$ cat src/rtl/ifu_fetch.sv
// Instruction fetch unit: owns the PC, issues sequential word fetches and buffers
// returned words in an in-order prefetch FIFO feeding decode, with jump redirect.
module ifu_fetch #(
    parameter logic [31:0] RESET_PC   = 32'h0000_0000,
    parameter int unsigned FIFO_DEPTH = 2
) (
    input  logic        clk,
    input  logic        rst,
    input  logic        jump_flag_i,
    input  logic [31:0] jump_addr_i,
    input  logic        hold_i,
    output logic        ibus_req_o,
    output logic [31:0] ibus_addr_o,
    input  logic        ibus_gnt_i,
    input  logic        ibus_rvalid_i,
    input  logic [31:0] ibus_rdata_i,
    output logic        inst_valid_o,
    output logic [31:0] inst_o,
    output logic [31:0] inst_addr_o
);

    localparam int unsigned AW = $clog2(FIFO_DEPTH);
    localparam int unsigned CW = AW + 1;
    localparam logic [CW:0] DEPTH_W = (CW + 1)'(FIFO_DEPTH);
    localparam logic [31:0] NOP = 32'h0000_0001;

    logic [31:0]   pc_q, pc_d;
    logic [31:0]   fifo_addr_q [FIFO_DEPTH];
    logic [31:0]   fifo_data_q [FIFO_DEPTH];
    logic [AW-1:0] f_wr_q, f_wr_d, f_rd_q, f_rd_d;
    logic [CW-1:0] count_q, count_d;
    logic [31:0]   aq_q [FIFO_DEPTH];
    logic [AW-1:0] aq_wr_q, aq_wr_d, aq_rd_q, aq_rd_d;
    logic [CW-1:0] outst_q, outst_d;
    logic [CW-1:0] drop_q, drop_d;

    logic        issue;
    logic        rv_drop;
    logic        rv_live;
    logic        pop;
    logic [CW:0] used;

    // Credit uses registered occupancy only; a pop this cycle frees a slot next cycle.
    always_comb begin
        used         = {1'b0, count_q} + {1'b0, outst_q};
        ibus_req_o   = !rst && !jump_flag_i && (used < DEPTH_W);
        ibus_addr_o  = pc_q;
        inst_valid_o = (count_q != '0);
        inst_o       = inst_valid_o ? fifo_data_q[f_rd_q] : NOP;
        inst_addr_o  = inst_valid_o ? fifo_addr_q[f_rd_q] : '0;
        issue        = ibus_req_o && ibus_gnt_i;
        rv_drop      = ibus_rvalid_i && (drop_q != '0);
        rv_live      = ibus_rvalid_i && (drop_q == '0) && (outst_q != '0);
        pop          = inst_valid_o && !hold_i;
    end

    always_comb begin
        pc_d    = pc_q;
        f_wr_d  = f_wr_q;
        f_rd_d  = f_rd_q;
        count_d = count_q;
        aq_wr_d = aq_wr_q;
        aq_rd_d = aq_rd_q;
        outst_d = outst_q;
        drop_d  = drop_q;
        if (jump_flag_i) begin
            // Everything still on the bus turns into responses to be discarded.
            pc_d    = jump_addr_i;
            f_wr_d  = '0;
            f_rd_d  = '0;
            count_d = '0;
            aq_wr_d = '0;
            aq_rd_d = '0;
            outst_d = '0;
            drop_d  = drop_q + outst_q - CW'(rv_drop) - CW'(rv_live);
        end else begin
            if (issue) begin
                pc_d    = pc_q + 32'd4;
                aq_wr_d = aq_wr_q + AW'(1);
            end
            if (rv_live) begin
                aq_rd_d = aq_rd_q + AW'(1);
                f_wr_d  = f_wr_q + AW'(1);
            end
            if (pop) begin
                f_rd_d = f_rd_q + AW'(1);
            end
            if (rv_drop) begin
                drop_d = drop_q - CW'(1);
            end
            outst_d = outst_q + CW'(issue) - CW'(rv_live);
            count_d = count_q + CW'(rv_live) - CW'(pop);
        end
    end

    always_ff @(posedge clk) begin
        if (rst) begin
            pc_q    <= RESET_PC;
            f_wr_q  <= '0;
            f_rd_q  <= '0;
            count_q <= '0;
            aq_wr_q <= '0;
            aq_rd_q <= '0;
            outst_q <= '0;
            drop_q  <= '0;
        end else begin
            pc_q    <= pc_d;
            f_wr_q  <= f_wr_d;
            f_rd_q  <= f_rd_d;
            count_q <= count_d;
            aq_wr_q <= aq_wr_d;
            aq_rd_q <= aq_rd_d;
            outst_q <= outst_d;
            drop_q  <= drop_d;
        end
    end

    always_ff @(posedge clk) begin
        if (!rst && !jump_flag_i) begin
            if (issue) begin
                aq_q[aq_wr_q] <= pc_q;
            end
            if (rv_live) begin
                fifo_addr_q[f_wr_q] <= aq_q[aq_rd_q];
                fifo_data_q[f_wr_q] <= ibus_rdata_i;
            end
        end
    end

`ifndef SYNTHESIS
    // A grant during a redirect cycle is tolerated and ignored.
    a_gnt_without_req: assert property (@(posedge clk) disable iff (rst)
        !(ibus_gnt_i && !ibus_req_o && !jump_flag_i))
        else $error("ifu_fetch: grant without request");
    a_unmatched_rvalid: assert property (@(posedge clk) disable iff (rst)
        !(ibus_rvalid_i && (outst_q == '0) && (drop_q == '0)))
        else $error("ifu_fetch: rvalid with nothing outstanding");
`endif

endmodule

$ cat config.mk
export PLATFORM = sky130hd
export DESIGN_NAME = ifu_fetch
export DESIGN_NICKNAME = d
export VERILOG_FILES = /design/src/rtl/ifu_fetch.sv
export SDC_FILE = /design/constraint.sdc
export NUM_CORES = 1
export LEC_CHECK = 0
export CAP_MARGIN = 20
export CORE_MARGIN = 3
export CORE_UTILIZATION = 45
export CTS_CLUSTER_SIZE = 24
export DETAILED_ROUTE_END_ITERATION = 8
export GPL_TIMING_DRIVEN = 0
export HOLD_SLACK_MARGIN = 0.03
export PLACE_DENSITY_LB_ADDON = 0.05
export SLEW_MARGIN = 40
export SYNTH_ARGS = -nofsm -noshare
export SYNTH_HDL_FRONTEND = slang
export SYNTH_SLANG_ARGS = --single-unit
$ cat constraint.sdc
create_clock -name clk -period 7.45 [get_ports clk]
set_input_delay 2.235 -clock clk [delete_from_list [all_inputs] [get_ports clk]]
set_output_delay 2.235 -clock clk [all_outputs]
set_load 0.01 [all_outputs]
==> metrics, run 1 <==
result of the run completed; portion of the post-synthesis area used by sequential elements 0.674; clock period minus final worst setup slack 6.52 ns; Gates resized, CTS repair 0; TNS Setup 0 ns; Post-DRT Antenna Nets 0; number of CTS-inserted buffers 25; maximum count of clock buffers along a single path 3; unrepaired setup endpoints after global routing no; pre-CTS setup slack 0.945 ns; number of port buffers around 170; commonest register cell after synthesis sky130_fd_sc_hd__edfxtp_1; post-synthesis average cell area 13.9 um2; total track usage 0.193; synthesized netlist cell count 710; die width 154 um; endpoint arrival time on the critical path 4.29 ns; ratio of routed vias to standard cells ~5.4; leakage power figure 4.11 nW; clock latency reported for the late side of the worst-skew pair roughly 0.51 ns; min-delay worst type register to register; Crit Path Category input port to output pin; number of distinct library cells after synthesis 58; fin. max-slew vios 0; Max-Cap Viols 0; First DRT Iteration DRCs 450; routability congestion estimate 0.877; Total Routed Length approximately 23,000 um; fraction of the mapped netlist area in simple logic gates 0.121; clock root buffer sky130_fd_sc_hd__clkbuf_16; Post-Synth XOR/XNOR Area 0.0186; count of clock tree sinks approximately 240; diodes inserted 0; Worst Path Buf+Inv 4; number of enable-type register cells in the synthesized netlist 192; Critical Path Start Type input port; register bit total from synthesis 236; layout cells sized above 1 0.107; DIE HEIGHT 154 um; adder and majority cell fraction of the synthesized area 0.0150; Tightest Pin Transition 0.807 ns; global-route wire length before repair about 37,000 um; Placed Instances roughly 1,200; Critical Path Max Stage Delay roughly 0.57 ns; worst slew margin relative to its limit 0.462; share of the core filled with cells in the final layout 0.601; maximum level of the CTS H-tree 1; core area ~21,000 um2; maximum number of pins on one net before global-route repair 40; final HPWL from detailed placement 16,600 um; initial core utilization 0.463; grt ovf 0; leading cell type in the layout, fill and taps excluded sky130_fd_sc_hd__edfxtp_1; family of cells with the greatest summed delay on the critical path buffers and inverters; CTS hold repair buffers 0; mux contribution to synthesized area 0.104; Worst setup EP type output pin; clock-pin transition on the worst setup and hold timing paths ~0.06 ns; DRC violation count after routing 0; main combinational cell family by area after synthesis simple AND/OR/NAND/NOR gates; DR pass1 iterations 6; Post-Syn Area 9860 um2; Final period util 0.876; number of placement rows 53; critical path required time about 5.2 ns; postcts setup bufs 0; vias in the first global route 6,565; Worst path most repeated cell sky130_fd_sc_hd__clkdlybuf4s50_1; Ports 168; Setup-failing EPs final 0; setup clock skew after layout 0.0133 ns; Yosys Warn Count 0; total number of vias ~6,500; synthesized netlist net count 790; layout-stage area growth over the synthesis result 29.6%; complex-gate fraction of the synthesized area 0.0453; most used cells in the layout excluding fill and tap cells sky130_fd_sc_hd__edfxtp_1 (192), sky130_fd_sc_hd__clkdlybuf4s50_1 (167), sky130_fd_sc_hd__nor2_1 (96); number of antenna violations at the first check in global routing 0; proportion of register bits with asynchronous set or reset after synthesis 0; worst path cell trace clkdlybuf4s50_1, or2_1, buf_2, clkbuf_1, nor3_1, clkdlybuf4s50_1; worst setup margin 0.925 ns; final-stage net count 993; maximum VDD drop 0.000149 V; post-layout instance count excluding filler cells ~1,200; area of the die 23,700 um2; upper clock frequency limit 0.153 GHz; worst-path maximum fanout 10; Cell Pwr Density 221 nW/um2; final count of hold timing violations 0; CTS tree yes; CP max-delay cell sky130_fd_sc_hd__clkdlybuf4s50_1; post-detailed-route wirelength per cell 19.3 um
through the flow:
stage               area, um2  hold slack, ns  total power [W]
floorplan                9870           0.472          0.00160
global placement        11900           0.472          0.00171
detailed placement      12000           0.465          0.00172
CTS                     12800           0.484          0.00285
global route            12800           0.504          0.00294
finish                  12800           0.486          0.00282
layer usage:
| metal | GRT usage | part of all wire | up-vias |
|---|---|---|---|
| li1 | - | - | 3103 |
| met1 | 0.263 | 0.43 | 3149 |
| met2 | 0.321 | 0.49 | 213 |
| met3 | 0.0304 | 0.052 | 37 |
| met4 | 0.0559 | 0.025 | 0 |
| met5 | 0 | 0 | - |
cell families after synthesis:
kind of cell	after synthesis
xor+xnor	21
buf+inv	52
mux	98
compound gates	62
simple gates	231
fa+ha+maj	10
flops	236
synthesized netlist by cell type, types with 2 or more instances:
| cell | instances | area (um2) |
|---|---|---|
| sky130_fd_sc_hd__dfxtp_1 | 44 | 881 |
| sky130_fd_sc_hd__clkbuf_1 | 17 | 63.8 |
| sky130_fd_sc_hd__o311ai_0 | 5 | 43.8 |
| sky130_fd_sc_hd__nand2_1 | 29 | 109 |
| sky130_fd_sc_hd__and4_1 | 6 | 52.6 |
| sky130_fd_sc_hd__and3_1 | 9 | 56.3 |
| sky130_fd_sc_hd__or3_1 | 4 | 25.0 |
| sky130_fd_sc_hd__xor2_1 | 8 | 70.1 |
| sky130_fd_sc_hd__o221ai_1 | 2 | 17.5 |
| sky130_fd_sc_hd__nand3_1 | 16 | 80.1 |
| sky130_fd_sc_hd__o211ai_1 | 9 | 67.6 |
| sky130_fd_sc_hd__nor2b_1 | 3 | 18.8 |
| sky130_fd_sc_hd__fa_1 | 3 | 60.1 |
| sky130_fd_sc_hd__buf_1 | 13 | 48.8 |
| sky130_fd_sc_hd__nor3_1 | 7 | 35.0 |
| sky130_fd_sc_hd__mux2i_1 | 66 | 661 |
| sky130_fd_sc_hd__ha_1 | 7 | 87.6 |
| sky130_fd_sc_hd__a311oi_1 | 4 | 35.0 |
| sky130_fd_sc_hd__buf_2 | 3 | 15.0 |
| sky130_fd_sc_hd__a2111oi_0 | 2 | 17.5 |
| sky130_fd_sc_hd__nor4_1 | 4 | 25.0 |
| sky130_fd_sc_hd__xnor2_1 | 13 | 114 |
| sky130_fd_sc_hd__inv_1 | 15 | 56.3 |
| sky130_fd_sc_hd__or4_1 | 10 | 75.1 |
| sky130_fd_sc_hd__nor4_2 | 3 | 37.5 |
| sky130_fd_sc_hd__buf_6 | 3 | 33.8 |
| sky130_fd_sc_hd__a21oi_1 | 9 | 45.0 |
| sky130_fd_sc_hd__nor2_1 | 97 | 364 |
| sky130_fd_sc_hd__edfxtp_1 | 192 | 5770 |
| sky130_fd_sc_hd__nand4_1 | 19 | 119 |
| sky130_fd_sc_hd__a211oi_1 | 9 | 67.6 |
| sky130_fd_sc_hd__nor3b_1 | 3 | 22.5 |
| sky130_fd_sc_hd__a31oi_1 | 10 | 62.6 |
| sky130_fd_sc_hd__o21ai_0 | 3 | 15.0 |
| sky130_fd_sc_hd__and2_1 | 9 | 56.3 |
| sky130_fd_sc_hd__mux2_2 | 32 | 360 |
flip-flops by register name (all words and copies together) (netlist names), 2 cells and up, named ones only:
register     flops
count_q          2
drop_q           2
aq_q            64
fifo_addr_q     64
outst_q          2
ibus_addr_o     32
fifo_data_q     64
power breakdown:
group	internal, W	total, W	switching, W
Clock	0.000645	0.00113	0.000483
Sequential	0.00145	0.00149	0.0000346
Combinational	0.000108	0.000207	0.0000991
Total	0.00220	0.00282	0.000617
final timing paths:
path | start | to | slack (ns) | cells past startpoint
setup / recovery | jump_flag_i | ibus_req_o | 0.93 | 6
hold / removal | ibus_addr_o[0]$_SDFFE_PP0P_ | aq_q[0][0]$_DFFE_PP_ | 0.49 | 0
hold reg to reg | ibus_addr_o[0]$_SDFFE_PP0P_ | aq_q[0][0]$_DFFE_PP_ | 0.49 | 0
setup reg to reg | outst_q[1]$_SDFF_PP0_ | drop_q[1]$_SDFFE_PP0P_ | 4.32 | 10
cell type report:
class | instances | area, um2
clock inverter | 12 | 65.1
buffer | 36 | 165
tap | 275 | 344
clock buffer | 33 | 686
inverter | 16 | 62.6
timing repair buffer | 176 | 1800
multi-input combinational | 422 | 3020
sequential | 236 | 6650
fill | 1682 | 8500
Power figures use the tool's default switching activity.
==> inputs of run 2 (changes only) <==
- HOLD_SLACK_MARGIN: 0.03 -> default
==> results of run 2 <==
No change in the layout: final DEF, timing and power equal those of run 1.
==> inputs of run 3 (changes only) <==
- CAP_MARGIN: 20 -> 30
- CORE_MARGIN: 3 -> 1
- GPL_TIMING_DRIVEN: 0 -> default
==> metrics, run 3 (synthesis gave the netlist of run 1 again) <==
result of the run completed; min-delay worst type register to register; number of port buffers 167 (unchanged); Tightest Pin Transition 0.739 ns (-0.0683 ns); maximum VDD drop 0.000135 V (-9.2%); diodes inserted 0 (unchanged); postcts setup bufs 0 (unchanged); number of placement rows 53 (unchanged); maximum number of pins on one net before global-route repair 65 (+63%); maximum level of the CTS H-tree 1 (unchanged); Crit Path Category input port to output pin; leakage power figure 4.05 nW (-1.4%); Reg2Reg Depth 10 (unchanged); worst-path maximum fanout 17 (+7); final count of hold timing violations 0 (unchanged); Ports 168 (unchanged); CTS hold repair buffers 0 (unchanged); Post-DRT Antenna Nets 0 (unchanged); setup clock skew after layout 0.0119 ns (-0.00137 ns); total number of vias 6,340 (-2.5%); area of the die 22,500 um2 (-5.1%); post-layout instance count excluding filler cells 1,172 (-2.8%); DR pass1 iterations 5 (-1); die width 150 um (-2.6%); critical path required time 5.22 ns (about the same); Cell Pwr Density 224 nW/um2 (+1.7%); unrepaired setup endpoints after global routing no; final-stage net count 960 (-3.3%); share of the core filled with cells in the final layout 0.594 (-0.00688); layout-stage area growth over the synthesis result 28.1%; Final period util 0.811 (-0.0643); Setup-failing EPs final 0 (unchanged); final HPWL from detailed placement 14,000 um (-16%); Worst setup EP type output pin; Critical Path Max Stage Delay 0.57 ns (about the same); DRC violation count after routing 0 (unchanged); CP max-delay cell sky130_fd_sc_hd__clkdlybuf4s50_1; Worst path most repeated cell sky130_fd_sc_hd__clkdlybuf4s50_1; Worst Hold Depth 0 (unchanged); clock period minus final worst setup slack 6.05 ns (-0.479 ns); final worst hold slack 0.517 ns (+0.0311 ns); worst slew margin relative to its limit 0.507 (+0.0455); global-route wire length before repair 34,200 um (-6.5%); Placed Instances 1,129 (-2.8%); upper clock frequency limit 0.165 GHz (+7.9%); fin. max-slew vios 0 (unchanged); CTS tree yes; biggest regs aq_q x64, fifo_addr_q x64, fifo_data_q x64; Total Routed Length 22,000 um (-5.4%); Critical Path Start Type input port; number of antenna violations at the first check in global routing 0 (unchanged); Gates resized, CTS repair 0 (unchanged); leading cell type in the layout, fill and taps excluded sky130_fd_sc_hd__edfxtp_1; initial core utilization 0.463 (unchanged); vias in the first global route 6,474 (-1.4%); clock latency reported for the late side of the worst-skew pair 0.51 ns (about the same); First DRT Iteration DRCs 456 (+1.3%); total track usage 0.197 (+0.00482); core area 21,300 um2 (unchanged); DIE HEIGHT 150 um (-2.6%); Max-Cap Viols 0 (unchanged); layout cells sized above 1 0.104 (-0.00373); ratio of routed vias to standard cells 5.41 (+0.34%); worst path cell trace clkdlybuf4s50_1, or2_1, buf_4, nor3_1, clkdlybuf4s50_1; TNS Setup 0 ns (unchanged); endpoint arrival time on the critical path 3.81 ns (-0.48 ns); number of fillers in the final layout 1,699 (+1.0%); most used cells in the layout excluding fill and tap cells sky130_fd_sc_hd__edfxtp_1 (192), sky130_fd_sc_hd__clkdlybuf4s50_1 (167), sky130_fd_sc_hd__nor2_1 (95); count of clock tree sinks 236 (unchanged); number of CTS-inserted buffers 24 (-4.0%); clock root buffer sky130_fd_sc_hd__clkbuf_16; grt ovf 0 (unchanged); Power Total 0.00284 W (+0.54%); clock-pin transition on the worst setup and hold timing paths 0.06 ns (about the same); maximum count of clock buffers along a single path 3 (unchanged); routability congestion estimate 0.829 (-5.5%); post-detailed-route wirelength per cell 18.7 um (-2.7%)
## run 3: changes by cell type in the layout (fill, tap and decap cells not counted), moves of 2 or more
cell	change
sky130_fd_sc_hd__buf_2	-4
sky130_fd_sc_hd__buf_6	-7
sky130_fd_sc_hd__clkbuf_2	-2
sky130_fd_sc_hd__buf_4	+9
sky130_fd_sc_hd__buf_1	-11
sky130_fd_sc_hd__bufinv_16	+2
sky130_fd_sc_hd__clkbuf_1	-14
sky130_fd_sc_hd__clkinvlp_4	-3
sky130_fd_sc_hd__clkbuf_8	-3
## run 3: worst max-delay path: cells and delay by family
family                 cells  cell delay, ns
buffers and inverters      3            1.19
AND/OR/NAND/NOR            2            0.38
## run 3: path summary, 6_finish.rpt
path                            slack, ns                   startpoint                endpoint
worst max register to register       4.33        outst_q[1]$_SDFF_PP0_  drop_q[1]$_SDFFE_PP0P_
worst min-delay path                 0.52  ibus_addr_o[1]$_SDFFE_PP0P_    aq_q[0][1]$_DFFE_PP_
worst max-delay path                 1.40                  jump_flag_i              ibus_req_o
worst min register to register       0.52  ibus_addr_o[1]$_SDFFE_PP0P_    aq_q[0][1]$_DFFE_PP_
## run 3: stage by stage
stage	cell area (um2)	worst slack, ns
floorplan	9870	1.66
global placement	11800	1.42
detailed placement	11900	1.42
CTS	12600	1.41
global route	12600	1.29
finish	12600	1.40
## run 3: final cells by class
type / instances / area, um2 / area share
Sequential cell: 236 / 6650 / 0.526
Multi-Input combinational cell: 422 / 3030 / 0.239
Timing Repair Buffer: 180 / 1810 / 0.143
Clock buffer: 32 / 652 / 0.0516
Tap cell: 275 / 344 / 0.0272
Clock inverter: 11 / 98.8 / 0.00782
Inverter: 16 / 62.6 / 0.00495
## run 3: report_power, final
| group | total (W) | internal, W | switching [W] |
|---|---|---|---|
| clock network | 0.00115 | 0.000680 | 0.000468 |
| registers | 0.00149 | 0.00145 | 0.0000366 |
| logic | 0.000202 | 0.000107 | 0.0000950 |
## run 3: routing by layer
metal / vias up / share of wire / routed length, um / track usage
li1: 3029 / - / - / -
met1: 3024 / 0.42 / 9260 / 0.243
met2: 251 / 0.49 / 10800 / 0.344
met3: 36 / 0.065 / 1430 / 0.0357
met4: 0 / 0.021 / 457 / 0.0742
met5: - / 0 / 0 / 0
